### src/rtl/animation_ladder_ctrl.sv
// Ladder-overlay animation sequencer: steps `counter` once every FRAMES_PER_STEP
// vsync frames after a trigger, then holds at LAST_STEP until the game ends.
//
//   state | meaning
//   IDLE  | no animation, counter 0, waiting for start_game && trigger
//   RUN   | counting vsync ticks, stepping counter toward LAST_STEP
//   HOLD  | counter parked at LAST_STEP, waiting for start_game to drop
module animation_ladder_ctrl #(
    parameter int FRAMES_PER_STEP = 8,
    parameter int LAST_STEP       = 15
) (
    input  logic       clk,
    input  logic       rst,
    input  logic       start_game,
    input  logic       trigger,
    input  logic       vsync,
    output logic       animation,
    output logic [3:0] counter,
    output logic       busy,
    output logic       done
);

    // FRAMES_PER_STEP = 256 wraps to a compare against 255
    localparam logic [7:0] FRAME_LAST = 8'(FRAMES_PER_STEP - 1);
    localparam logic [3:0] STEP_LAST  = 4'(LAST_STEP);

    typedef enum logic [1:0] {
        IDLE = 2'd0,
        RUN  = 2'd1,
        HOLD = 2'd2
    } state_t;

    state_t     state_q, state_d;
    logic       vsync_q;
    logic       tick;
    logic [7:0] frame_cnt_q, frame_cnt_d;
    logic [3:0] counter_q, counter_d;
    logic       animation_q, animation_d;
    logic       busy_q, busy_d;
    logic       done_q, done_d;

    assign tick = vsync & ~vsync_q;

    always_ff @(posedge clk or negedge rst) begin
        if (!rst) begin
            state_q     <= IDLE;
            vsync_q     <= 1'b0;
            frame_cnt_q <= 8'd0;
            counter_q   <= 4'd0;
            animation_q <= 1'b0;
            busy_q      <= 1'b0;
            done_q      <= 1'b0;
        end else begin
            state_q     <= state_d;
            vsync_q     <= vsync;
            frame_cnt_q <= frame_cnt_d;
            counter_q   <= counter_d;
            animation_q <= animation_d;
            busy_q      <= busy_d;
            done_q      <= done_d;
        end
    end

    always_comb begin
        state_d     = state_q;
        frame_cnt_d = frame_cnt_q;
        counter_d   = counter_q;
        animation_d = animation_q;
        busy_d      = busy_q;
        done_d      = 1'b0;

        if (!start_game) begin
            // game over wins over any step completion in the same cycle
            state_d     = IDLE;
            frame_cnt_d = 8'd0;
            counter_d   = 4'd0;
            animation_d = 1'b0;
            busy_d      = 1'b0;
        end else begin
            unique case (state_q)
                IDLE: begin
                    frame_cnt_d = 8'd0;
                    counter_d   = 4'd0;
                    animation_d = 1'b0;
                    busy_d      = 1'b0;
                    if (trigger) begin
                        state_d     = RUN;
                        animation_d = 1'b1;
                        busy_d      = 1'b1;
                    end
                end
                RUN: begin
                    animation_d = 1'b1;
                    busy_d      = 1'b1;
                    if (tick) begin
                        if (frame_cnt_q == FRAME_LAST) begin
                            frame_cnt_d = 8'd0;
                            counter_d   = counter_q + 4'd1;
                            if (counter_q + 4'd1 == STEP_LAST) begin
                                state_d = HOLD;
                                busy_d  = 1'b0;
                                done_d  = 1'b1;
                            end
                        end else begin
                            frame_cnt_d = frame_cnt_q + 8'd1;
                        end
                    end
                end
                HOLD: begin
                    animation_d = 1'b1;
                    busy_d      = 1'b0;
                    counter_d   = STEP_LAST;
                end
                default: begin
                    state_d = IDLE;
                end
            endcase
        end
    end

    assign animation = animation_q;
    assign counter   = counter_q;
    assign busy      = busy_q;
    assign done      = done_q;

endmodule

### config.mk
export PLATFORM = sky130hd
export DESIGN_NAME = animation_ladder_ctrl
export DESIGN_NICKNAME = d
export VERILOG_FILES = /design/src/rtl/animation_ladder_ctrl.sv
export SDC_FILE = /design/constraint.sdc
export NUM_CORES = 1
export LEC_CHECK = 0
export ABC_AREA = 1
export CAP_MARGIN = 20
export CORE_MARGIN = 2
export CORE_UTILIZATION = 51
export CTS_CLUSTER_SIZE = 28
export DETAILED_ROUTE_END_ITERATION = 10
export PLACE_DENSITY = 0.77
export SYNTH_ARGS = -nofsm -noshare
export SYNTH_HDL_FRONTEND = slang
export SYNTH_SLANG_ARGS = --single-unit
### constraint.sdc
create_clock -name clk -period 2.3 [get_ports clk]
set_input_delay 0.46 -clock clk [delete_from_list [all_inputs] [get_ports clk]]
set_output_delay 0.46 -clock clk [all_outputs]
set_load 0.02 [all_outputs]
## Word-level counts from Yosys, hierarchy flattened

Index checks and enable logic that the tools add are counted.

- Add/sub/neg operators: 2
- Equal/unequal tests: 12
- Muxes and demuxes: 27
- Bitwise gates (word level): 2
- Reduce and logical (&&, ||, !) cells: 5

Operators with widths:

| kind | number |
|---|---|
| two-way mux 8 bit | 3 |
| case mux 8 bit (2 select lines) | 1 |
| two-way mux 4 bit | 3 |
| != test 3 bit, second input constant | 4 |
| case mux 4 bit (3 select lines) | 1 |
| two-way mux 1 bit | 11 |
| two-way mux 2 bit | 5 |
| adder 8 x 1 -> 8 bit, second input constant | 1 |
| equality test 8 x 3 -> 1 bit, second input constant | 1 |
| case mux 2 bit (3 select lines) | 1 |
| AND reduction 5 bit | 1 |
| adder 4 x 1 -> 4 bit, second input constant | 1 |
| equality test 4 bit, second input constant | 1 |
| != test 4 x 1 -> 1 bit, second input constant | 1 |
| != test 3 x 1 -> 1 bit, second input constant | 1 |
| != test 3 x 2 -> 1 bit, second input constant | 1 |
| case mux 1 bit (3 select lines) | 1 |
| AND reduction 3 bit | 1 |
| equality test 2 x 1 -> 1 bit, second input constant | 1 |
| equality test 2 bit, second input constant | 1 |
| zero test 2 bit | 1 |
| != test 2 bit, second input constant | 1 |
| case mux 1 bit (2 select lines) | 1 |
| AND reduction 2 bit | 1 |
| other kinds (3) | 3 |

- Register bits: 18
- Input bits: 5
- Output and inout port bits: 7
- Logic and storage cells: 55

## Longest topological paths before layout

Gate-level depths: netlist (run 1).

- Depth in word-level cells: 7
- Depth in mapped cells: 10
- Mapped depth without buffers: 10

## Worst setup path before layout (run 1)

No wires, ideal clock.

- Path type: reg-to-reg
- Start: register state_q[1]
- End: register frame_cnt_q[6]
- Library setup time: 124 ps
- Arrival time: 1238 ps
- Required time: 2176 ps
- Slack: 939 ps
- Cell stages (with the launch flop): 10
- Path buffers: 0
- Period minus slack after synthesis: 1361 ps
- Path through: dfrtp_1 -> inv_1 -> ha_1 -> nand2_2 -> clkinv_4 -> nand2_4 -> nand2_4 -> inv_2 -> nor2_1 -> o21bai_1

- Longest elaborated chain between the ends: 3
- Elaborated cells between the ends (all ways): 7
- Classes of those cells: eq/ne: 3; mux: 2; reduce/logical: 2

Ends and longest elaborated chain:

| what | line | text |
|---|---|---|
| start, declared | 33 | `state_t state_q, state_d;` |
| start signal, assigned | 54 | `state_q <= state_d;` |
| equality test 2 x 1 -> 1 bit / zero test 2 bit (equally long branches) | 80 | `unique case (state_q)` |
| case mux 8 bit (2 select lines), or another cell as far along | 80 |  |
| two-way mux 8 bit / AND reduction 2 bit (equally long branches) | -- |  |
| end signal, assigned | 56 | `frame_cnt_q <= frame_cnt_d;` |
| end, declared | 36 | `logic [7:0] frame_cnt_q, frame_cnt_d;` |

Parallel ways exist; a longest one is shown, timed or not.
A chain may end at the register's enable or synchronous reset.

## Final worst setup path (run 1)

- Start: register counter_q[0], in the netlist counter[0]
- End: output port counter[0]

RTL lines:

| what | line | text |
|---|---|---|
| start, declared | 37 | `logic [3:0] counter_q, counter_d;` |
| start signal, assigned | 57 | `counter_q <= counter_d;` |
| end, declared | 18 | `output logic [3:0] counter,` |

No word-level cell between the ends.

==> results of run 1 <==
cells by family after synthesis:
kind of cell,share of synthesized area [%]
AND/OR/NAND/NOR,37.6
buffers and inverters,9.83
AO/OA/AOI/OAI,9.02
flip-flops,36.5
adder cells (fa/ha/maj),7.09
placed cells by master (no fill, tap or decap), types with 3 or more instances in the layout:
master,count
clkdlybuf4s50_1,11
nand4_1,7
a21oi_1,4
nor2_1,11
ha_1,7
nand2_2,3
o21ai_2,3
nand2_1,47
nand2_4,4
inv_1,25
nand3_1,9
clkbuf_4,3
o21ai_0,9
dfrtp_1,18
worst max path at each step:
| stage | slack, ns | to | cells past startpoint | start |
|---|---|---|---|---|
| 2_1_floorplan | 0.94 | frame_cnt_q[6]$_DFFE_PN0P_ | 9 | state_q[1]$_DFFE_PN0P_ |
| 3_3_place_gp | 0.51 | frame_cnt_q[3]$_DFFE_PN0P_ | 8 | start_game |
| 3_5_place_dp | 0.47 | frame_cnt_q[5]$_DFFE_PN0P_ | 9 | start_game |
| 4_1_cts | 0.42 | counter[0] | 1 | counter[0]$_DFFE_PN0P_ |
| 5_1_grt | 0.38 | counter[0] | 1 | counter[0]$_DFFE_PN0P_ |
| 6_report | 0.43 | counter[0] | 1 | counter[0]$_DFFE_PN0P_ |
worst reg2reg max path, stage by stage, from the launching register on:
cell	delay, ns
dfrtp_1	0.41
inv_1	0.11
ha_1	0.31
inv_2	0.11
nand3_4	0.10
nand2_4	0.10
inv_2	0.11
nand2_1	0.06
a22oi_1	0.18
flip-flops by register name (all words and copies together) (netlist names):
name         count
animation        1
busy             1
counter          4
done             1
frame_cnt_q      8
state_q          2
vsync_q          1
routing by layer:
metal  vias up  global-route usage [%]
met5         -                       0
met4         0                    12.8
met3         7                    2.54
met2        20                    33.1
met1       482                    28.3
li1        552                       -
layout make-up:
| cell class | count | area [µm²] |
|---|---|---|
| Clock buffer | 3 | 22.5 |
| Fill cell | 202 | 848 |
| Inverter | 28 | 110 |
| Multi-Input combinational cell | 117 | 663 |
| Sequential cell | 18 | 450 |
| Tap cell | 28 | 35.0 |
| Timing Repair Buffer | 13 | 125 |
power by group:
| part | leakage [nW] | total [mW] | internal [mW] | switching, mW |
|---|---|---|---|---|
| clock network | 0.0138 | 0.154 | 0.0609 | 0.0936 |
| registers | 0.244 | 0.416 | 0.369 | 0.0470 |
| logic | 0.407 | 0.616 | 0.217 | 0.399 |
| total | 0.665 | 1.19 | 0.648 | 0.539 |
through the flow:
step           worst slack, ns  cell area (µm²)  hold WS [ns]
2_1_floorplan            0.939             1230         0.164
3_3_place_gp             0.506             1380         0.471
3_5_place_dp             0.470             1380         0.481
4_1_cts                  0.421             1410         0.487
5_1_grt                  0.382             1410         0.520
6_report                 0.433             1410         0.490
==> metrics.yaml, run 1 <==
hold_path.class: "in -> async"
die_h_um: 53.2
synthDistinctLibCells: 25
power.density_nw_per_um2: 844
endpoint_kind: "output pin"
drv_slew: 0
worstPathBufferInverterCount: 1
grt_max_degree: 19
synth_most_common_cell: "nand2_1"
final_util_pct: 62.4
dp_hpwl_um: 1870
fmax_mhz: 536
wire_per_inst_um: 11.4
diodes: 0
final-setup-viol-count: 0
synth_fp_nets: 176
dr_wl_met2_um: 1010
required_ns: 1.84
reg2reg_depth: 8
synthesis.area_um2: 1230
postCtsSetupBuffers: 0
cts_tree: "yes"
cp-start-kind: "flop"
fp-row-count: 17
crit_arrival_ns: 1.41
power_mw: 1.19
cts_resized: 0
rr_endpoint: "frame_cnt_q[3]$_DFFE_PN0P_"
highest_layer: "met4"
ant_nets: 0
grtUsageTotal_pct: 21.4
core-area_um2: 2250
netlist_instances: 164
yosysTopAreaCellShare_pct: 36.5
slew_headroom_pct: 83.1
routabilityCongestion: 0.907
worst-setup-path-type: "reg -> out"
synthArstFlopShare_pct: 100
layout-drive-gt1-share_pct: 14.5
post-route-period-util_pct: 81.2
antenna_found_initial: 0
overflow: 0
area_growth_pct: 13.9
num_vias: 1061
fin_nets: 193
dieArea_um2: 2830
drt-pass1-iter-count: 4
grt_setup_unrepaired: "false"
status: "finished, final reports clean"
cts.sinks: 18
reg2reg_slack_ns: 0.73
routed_wl_um: 2360
hold_violations: 0
wl_met3_um: 72
grt_pass1_wl_um: 4300
clkLatencyLatePin_ns: 0.29
post-synth-top-area-cell: "dfrtp_1"
io_buffers: 11
layout.cells.non_filler: 207
path_clk_slew_ns: 0.10
cp_top_family: "buffers and inverters"
cts_htree_levels: 1
yosys-top-cells-count: "nand2_1 (47), inv_1 (25), dfrtp_1 (18)"
drv_cap: 0
dieWidth_um: 53.2
syn_avg_cell_area_um2: 7.53
clockBufferDepth: 2
cts_root_buf: "clkbuf_4"
worst_slew_pin_slew_ns: 0.251
finalCriticalPeriod_ns: 1.87
postCtsHoldBufs: 0
postSynthRegisterBits: 18
slowest_stage: "clkdlybuf4s50_1"
power.leakage_nw: 0.665
r2r-start: "state_q[1]$_DFFE_PN0P_"
cts_buffers: 3
first_iter_violations: 20
ios: 12
cp_max_fo: 7
avgViaCountPerCell: 5.13
setup_tns_ns: 0
wl_met1_um: 1210
initial_core_util_pct: 54.8
remaining_drc_errors: 0
finClkSkew_ns: 0.00205
synth.area.top_cells: "dfrtp_1 (36%), nand2_1 (14%), inv_1 (7.6%)"
vdd_drop_max_mv: 0.596
synth-main-ff-cell: "dfrtp_1"
seq_area_frac_synth_pct: 36.5
critical_path.max_stage_delay_ns: 0.65
grt_pass1_vias: 984
path_cells: "clkdlybuf4s50_1"
synth_edf_count: 0
placedCellCount: 204
yosysWarnings: 0
No activity file was read; power rests on OpenSTA's default activity.
==> run 2: changes to the inputs <==
--- a/config.mk
+++ b/config.mk
@@ -8,10 +8,10 @@
 export ABC_AREA = 1
 export CAP_MARGIN = 20
 export CORE_MARGIN = 2
-export CORE_UTILIZATION = 51
+export CORE_UTILIZATION = 50
 export CTS_CLUSTER_SIZE = 28
 export DETAILED_ROUTE_END_ITERATION = 10
-export PLACE_DENSITY = 0.77
+export PLACE_DENSITY = 0.79
 export SYNTH_ARGS = -nofsm -noshare
 export SYNTH_HDL_FRONTEND = slang
 export SYNTH_SLANG_ARGS = --single-unit
==> constraint.sdc (replaced) <==
create_clock -name clk -period 1.65 [get_ports clk]
set_input_delay 0.33 -clock clk [delete_from_list [all_inputs] [get_ports clk]]
set_output_delay 0.33 -clock clk [all_outputs]
set_load 0.02 [all_outputs]
==> metrics.yaml, run 2 (synthesized netlist as in run 1, its figures left out) <==
ant_nets: 0  # unchanged
dieArea_um2: 2880  # was 2830 µm²
worst_slew_pin_slew_ns: 0.231  # was 0.251 ns
cp-start-kind: "flop"  # unchanged
vdd_drop_max_mv: 0.698  # was 0.596 mV
finalCriticalPeriod_ns: 1.59
dp_hpwl_um: 2040  # was 1870 µm
hold_path.class: "in -> async"  # unchanged
cp_max_fo: 2  # was 7
grt_pass1_vias: 1063  # was 984
routabilityCongestion: 0.786  # was 0.907
status: "finished, final reports clean"  # unchanged
post-route-period-util_pct: 96.5
mostFrequentLayoutCell: "nand2_1"  # unchanged
fillers: 220  # was 202
regMostFlops: "frame_cnt_q"  # unchanged
avgViaCountPerCell: 5.13  # about the same
routed_wl_um: 2550  # was 2360 µm
ios: 12  # unchanged
first_iter_violations: 27  # was 20
dpl_cell_area_um2: 1410  # was 1380 µm²
final_cell_mix: "nand2_1 (47), inv_1 (25), dfrtp_1 (18), nor2_1 (11)"  # was nand2_1 (47), inv_1 (25), dfrtp_1 (18), nor2_1 (11), clkdlybuf4s50_1 (11)
clockBufferDepth: 2  # unchanged
worstPathBufferInverterCount: 1  # unchanged
drv_slew: 0  # unchanged
final-setup-viol-count: 0  # unchanged
antenna_found_initial: 0  # unchanged
cts_htree_levels: 1  # unchanged
slowest_stage: "clkdlybuf4s50_1"  # unchanged
overflow: 0  # unchanged
dieWidth_um: 53.7  # was 53.2 µm
grt_setup_unrepaired: "false"  # unchanged
stdcell_area_um2: 1440  # was 1410 µm²
hold_violations: 0  # unchanged
endpoint_kind: "output pin"  # unchanged
initial_core_util_pct: 51.2  # was 54.8%
grt_pass1_wl_um: 4410  # was 4300 µm
critical_path.max_stage_delay_ns: 0.61  # was 0.65 ns
remaining_drc_errors: 0  # unchanged
multiInputGateArea_um2: 666  # was 663 µm²
clkLatencyLatePin_ns: 0.29  # about the same
path_cells: "clkdlybuf4s50_1"  # unchanged
drv_cap: 0  # unchanged
reg2reg_slack_ns: 0.14  # was 0.73 ns
drt-pass1-iter-count: 5  # was 4
cts_tree: "yes"  # unchanged
setup_tns_ns: 0  # unchanged
finClkSkew_ns: 0.00241  # was 0.00205 ns
final_util_pct: 59.6  # was 62.4%
cp_top_family: "buffers and inverters"  # unchanged
cts_buffers: 3  # unchanged
cts_root_buf: "clkbuf_4"  # unchanged
area_growth_pct: 16.2  # was 13.9%
core-area_um2: 2410  # was 2250 µm²
fp-row-count: 18  # was 17
num_vias: 1087  # was 1061
grtUsageTotal_pct: 21.2  # was 21.4%
io_buffers: 11  # unchanged
postCtsHoldBufs: 0  # unchanged
power.density_nw_per_um2: 1180  # was 844 nW/µm²
slew_headroom_pct: 84.4  # was 83.1%
worst-setup-path-type: "reg -> out"  # unchanged
wire_per_inst_um: 12.0  # was 11.4 µm
fmax_mhz: 628
path_clk_slew_ns: 0.10  # about the same
layout-drive-gt1-share_pct: 16.5  # was 14.5%
required_ns: 1.32  # was 1.84 ns
power.leakage_nw: 0.725  # was 0.665 nW
grt_max_degree: 19  # unchanged
fin_nets: 196  # was 193
largest_reg_flops: 8  # unchanged
register_area_um2: 450  # unchanged
die_h_um: 53.7  # was 53.2 µm
diodes: 0  # unchanged
cts.sinks: 18  # unchanged
crit_arrival_ns: 1.26  # was 1.41 ns
run 2: cell count changes in the layout (fill, tap and decap cells not counted):
cell / previous run / this run
buf_4: 2 / 5
clkdlybuf4s50_1: 11 / 6
dlygate4sd2_1: 0 / 3
dlymetal6s2s_1: 0 / 2
ha_1: 7 / 6
ha_2: 0 / 1
run 2: area by class of cell:
| cell class | instances | area share, % |
|---|---|---|
| clock buffer | 3 | 1.57 |
| inverter | 28 | 7.67 |
| multi-input combinational | 117 | 46.4 |
| sequential | 18 | 31.4 |
| tap | 30 | 2.62 |
| timing repair buffer | 16 | 10.4 |
run 2: per-layer routing:
metal  track usage [%]  vias up  share of wire, %
met4              11.1        0               2.1
met5                 0        -                 0
met1              25.1      503                47
li1                  -      561                 -
met2              36.8       18                48
met3              3.06        5               3.0
run 2: repair_timing:
item                       CTS  global route
resized for setup            3             3
setup buffers                0             0
setup endpoints to repair    3             6
run 2: per-stage QoR:
step                std cells  setup slack [ns]  total power, mW  hold WS, ns
finish                    212            0.0571             1.69        0.350
global route              212           0.00563             1.84        0.386
CTS                       212            0.0122             1.70        0.351
detailed placement        209            0.0356             1.49        0.492
global placement          209            0.0760             1.45        0.467
floorplan                 164             0.289             1.21       0.0344
run 2: final timing paths:
| check | start | to | depth (start not counted) |
|---|---|---|---|
| max | animation$_DFFE_PN0P_ | animation | 1 |
| min | rst | vsync_q$_DFF_PN0_ | 2 |
| max reg2reg | frame_cnt_q[1]$_DFFE_PN0P_ | counter[1]$_DFFE_PN0P_ | 8 |
| min reg2reg | busy$_DFFE_PN0N_ | busy$_DFFE_PN0N_ | 2 |
| max in group asynchronous | rst | animation$_DFFE_PN0P_ | 2 |
| min in group clk | busy$_DFFE_PN0N_ | busy$_DFFE_PN0N_ | 2 |
run 2: power breakdown:
| group | leakage, nW | switching [mW] | internal [mW] |
|---|---|---|---|
| sequential | 0.244 | 0.0663 | 0.515 |
| combinational | 0.468 | 0.568 | 0.320 |
| clock | 0.0138 | 0.132 | 0.0851 |
| total | 0.725 | 0.767 | 0.920 |
==> run 3: changes to the inputs <==
--- a/config.mk
+++ b/config.mk
@@ -9,9 +9,9 @@
 export CAP_MARGIN = 20
 export CORE_MARGIN = 2
 export CORE_UTILIZATION = 50
-export CTS_CLUSTER_SIZE = 28
+export CTS_CLUSTER_DIAMETER = 60
 export DETAILED_ROUTE_END_ITERATION = 10
-export PLACE_DENSITY = 0.79
+export PLACE_DENSITY_LB_ADDON = 0.25
 export SYNTH_ARGS = -nofsm -noshare
 export SYNTH_HDL_FRONTEND = slang
 export SYNTH_SLANG_ARGS = --single-unit
==> metrics.yaml, run 3 (synthesized netlist as in run 1, its figures left out) <==
status: "finished, final reports clean"  # unchanged
cp_max_fo: 1  # was 2
cts_buffers: 3  # unchanged
initial_core_util_pct: 51.2  # unchanged
grtUsageTotal_pct: 21.1  # was 21.2%
ant_nets: 0  # unchanged
finClkSkew_ns: 0.00466  # was 0.00241 ns
mostFrequentLayoutCell: "nand2_1"  # unchanged
wire_per_inst_um: 11.9  # was 12.0 µm
worst-setup-path-type: "reg -> out"  # unchanged
hold_violations: 0  # unchanged
cp-start-kind: "flop"  # unchanged
overflow: 0  # unchanged
fillers: 232  # was 220
core-area_um2: 2410  # unchanged
finalCriticalPeriod_ns: 1.55  # was 1.59 ns
r2r-start: "state_q[1]$_DFFE_PN0P_"  # was frame_cnt_q[1]$_DFFE_PN0P_
routabilityCongestion: 0.770  # was 0.786
rr_endpoint: "frame_cnt_q[3]$_DFFE_PN0P_"  # was counter[1]$_DFFE_PN0P_
final-setup-viol-count: 0  # unchanged
power.density_nw_per_um2: 1220  # was 1180 nW/µm²
ios: 12  # unchanged
die_h_um: 53.7  # unchanged
hold_path.class: "in -> async"  # unchanged
cts_htree_levels: 1  # unchanged
reg2reg_slack_ns: 0.16  # was 0.14 ns
clkLatencyLatePin_ns: 0.30  # was 0.29 ns
dieWidth_um: 53.7  # unchanged
grt_pass1_wl_um: 4310  # was 4410 µm
first_iter_violations: 5  # was 27
io_buffers: 11  # unchanged
endpoint_kind: "output pin"  # unchanged
regMostFlops: "frame_cnt_q"  # unchanged
cts_root_buf: "clkbuf_4"  # unchanged
worst_slew_pin_slew_ns: 0.246  # was 0.231 ns
diodes: 0  # unchanged
num_vias: 1070  # was 1087
grt_setup_unrepaired: "false"  # unchanged
reg2reg_depth: 9  # was 8
area_growth_pct: 17.8  # was 16.2%
slowest_stage: "clkdlybuf4s50_1"  # unchanged
postCtsHoldBufs: 0  # unchanged
setup_tns_ns: 0  # unchanged
crit_arrival_ns: 1.22  # was 1.26 ns
drt-pass1-iter-count: 4  # was 5
required_ns: 1.32  # about the same
drv_slew: 0  # unchanged
vdd_drop_max_mv: 0.924  # was 0.698 mV
critical_path.max_stage_delay_ns: 0.59  # was 0.61 ns
drv_cap: 0  # unchanged
remaining_drc_errors: 0  # unchanged
grt_pass1_vias: 1059  # was 1063
post-route-period-util_pct: 94.2  # was 96.5%
fin_nets: 197  # was 196
final_cell_mix: "nand2_1 (47), inv_1 (25), dfrtp_1 (18), nor2_1 (11)"  # unchanged
clockBufferDepth: 2  # unchanged
slew_headroom_pct: 83.6  # was 84.4%
antenna_found_initial: 0  # unchanged
dp_hpwl_um: 1910  # was 2040 µm
power.leakage_nw: 0.736  # was 0.725 nW
dieArea_um2: 2880  # unchanged
power_mw: 1.77  # was 1.69 mW
layout-drive-gt1-share_pct: 17.4  # was 16.5%
cts.sinks: 18  # unchanged
cts_tree: "yes"  # unchanged
path_clk_slew_ns: 0.11  # was 0.10 ns
fmax_mhz: 643  # was 628 MHz
path_cells: "clkdlybuf4s50_1"  # unchanged
largest_reg_flops: 8  # unchanged
routed_wl_um: 2540  # was 2550 µm
cp_top_family: "buffers and inverters"  # unchanged
avgViaCountPerCell: 5.00  # was 5.13
worstPathBufferInverterCount: 1  # unchanged
fp-row-count: 18  # unchanged
grt_max_degree: 19  # unchanged
[run 3: cell types whose count changed in the layout (fill, tap and decap cells not counted)]
| cell | previous run | this run |
|---|---|---|
| dlygate4sd2_1 | 3 | 4 |
| buf_4 | 5 | 6 |
| clkbuf_8 | 0 | 1 |
| clkdlybuf4s50_1 | 6 | 5 |
[run 3: final cells by class]
class	instances	area [µm²]	area share, %
timing repair buffer	17	155	10.7
sequential	18	450	31.0
tap	30	37.5	2.58
inverter	28	110	7.57
multi-input combinational	117	666	45.7
clock buffer	4	36.3	2.49
[run 3: how the worst max path moves through the flow]
stage                            endpoint  cells after the start  slack [ns]                   start
2_1_floorplan  frame_cnt_q[6]$_DFFE_PN0P_                      9        0.29  state_q[1]$_DFFE_PN0P_
3_3_place_gp   frame_cnt_q[5]$_DFFE_PN0P_                      9        0.05              start_game
3_5_place_dp   frame_cnt_q[3]$_DFFE_PN0P_                      8       -0.01              start_game
4_1_cts                         animation                      1        0.03   animation$_DFFE_PN0P_
5_1_grt                              done                      1        0.04          done$_DFF_PN0_
6_report                             done                      1         0.1          done$_DFF_PN0_
[run 3: metrics by stage]
step,instances,worst slack (ns),cell area [µm²],hold slack (ns),util [%]
6_report,214,0.0954,1460,0.346,60.4
3_5_place_dp,209,-0.0114,1410,0.468,58.5
3_3_place_gp,209,0.0495,1410,0.463,58.5
4_1_cts,213,0.0316,1440,0.344,59.8
2_1_floorplan,164,0.289,1230,0.0344,-
5_1_grt,214,0.0354,1460,0.361,60.4
[run 3: what timing repair did]
action                     CTS  global route
gates cloned                 0             0
setup endpoints to repair    4             5
gates resized for setup      4             3
setup buffers                0             1
[run 3: routing by layer]
metal  GRT usage [%]  wire [µm]  vias to the layer above
li1                -          -                      560
met1            23.3       1140                      491
met2            38.0       1270                       13
met3            3.61         62                        6
met4            11.5         63                        0
met5               0          0                        -
[run 3: power by group]
| part | switching [mW] | internal, mW | total [mW] |
|---|---|---|---|
| clock | 0.146 | 0.135 | 0.281 |
| combinational | 0.567 | 0.339 | 0.906 |
| sequential | 0.0664 | 0.515 | 0.581 |
| total | 0.779 | 0.989 | 1.77 |
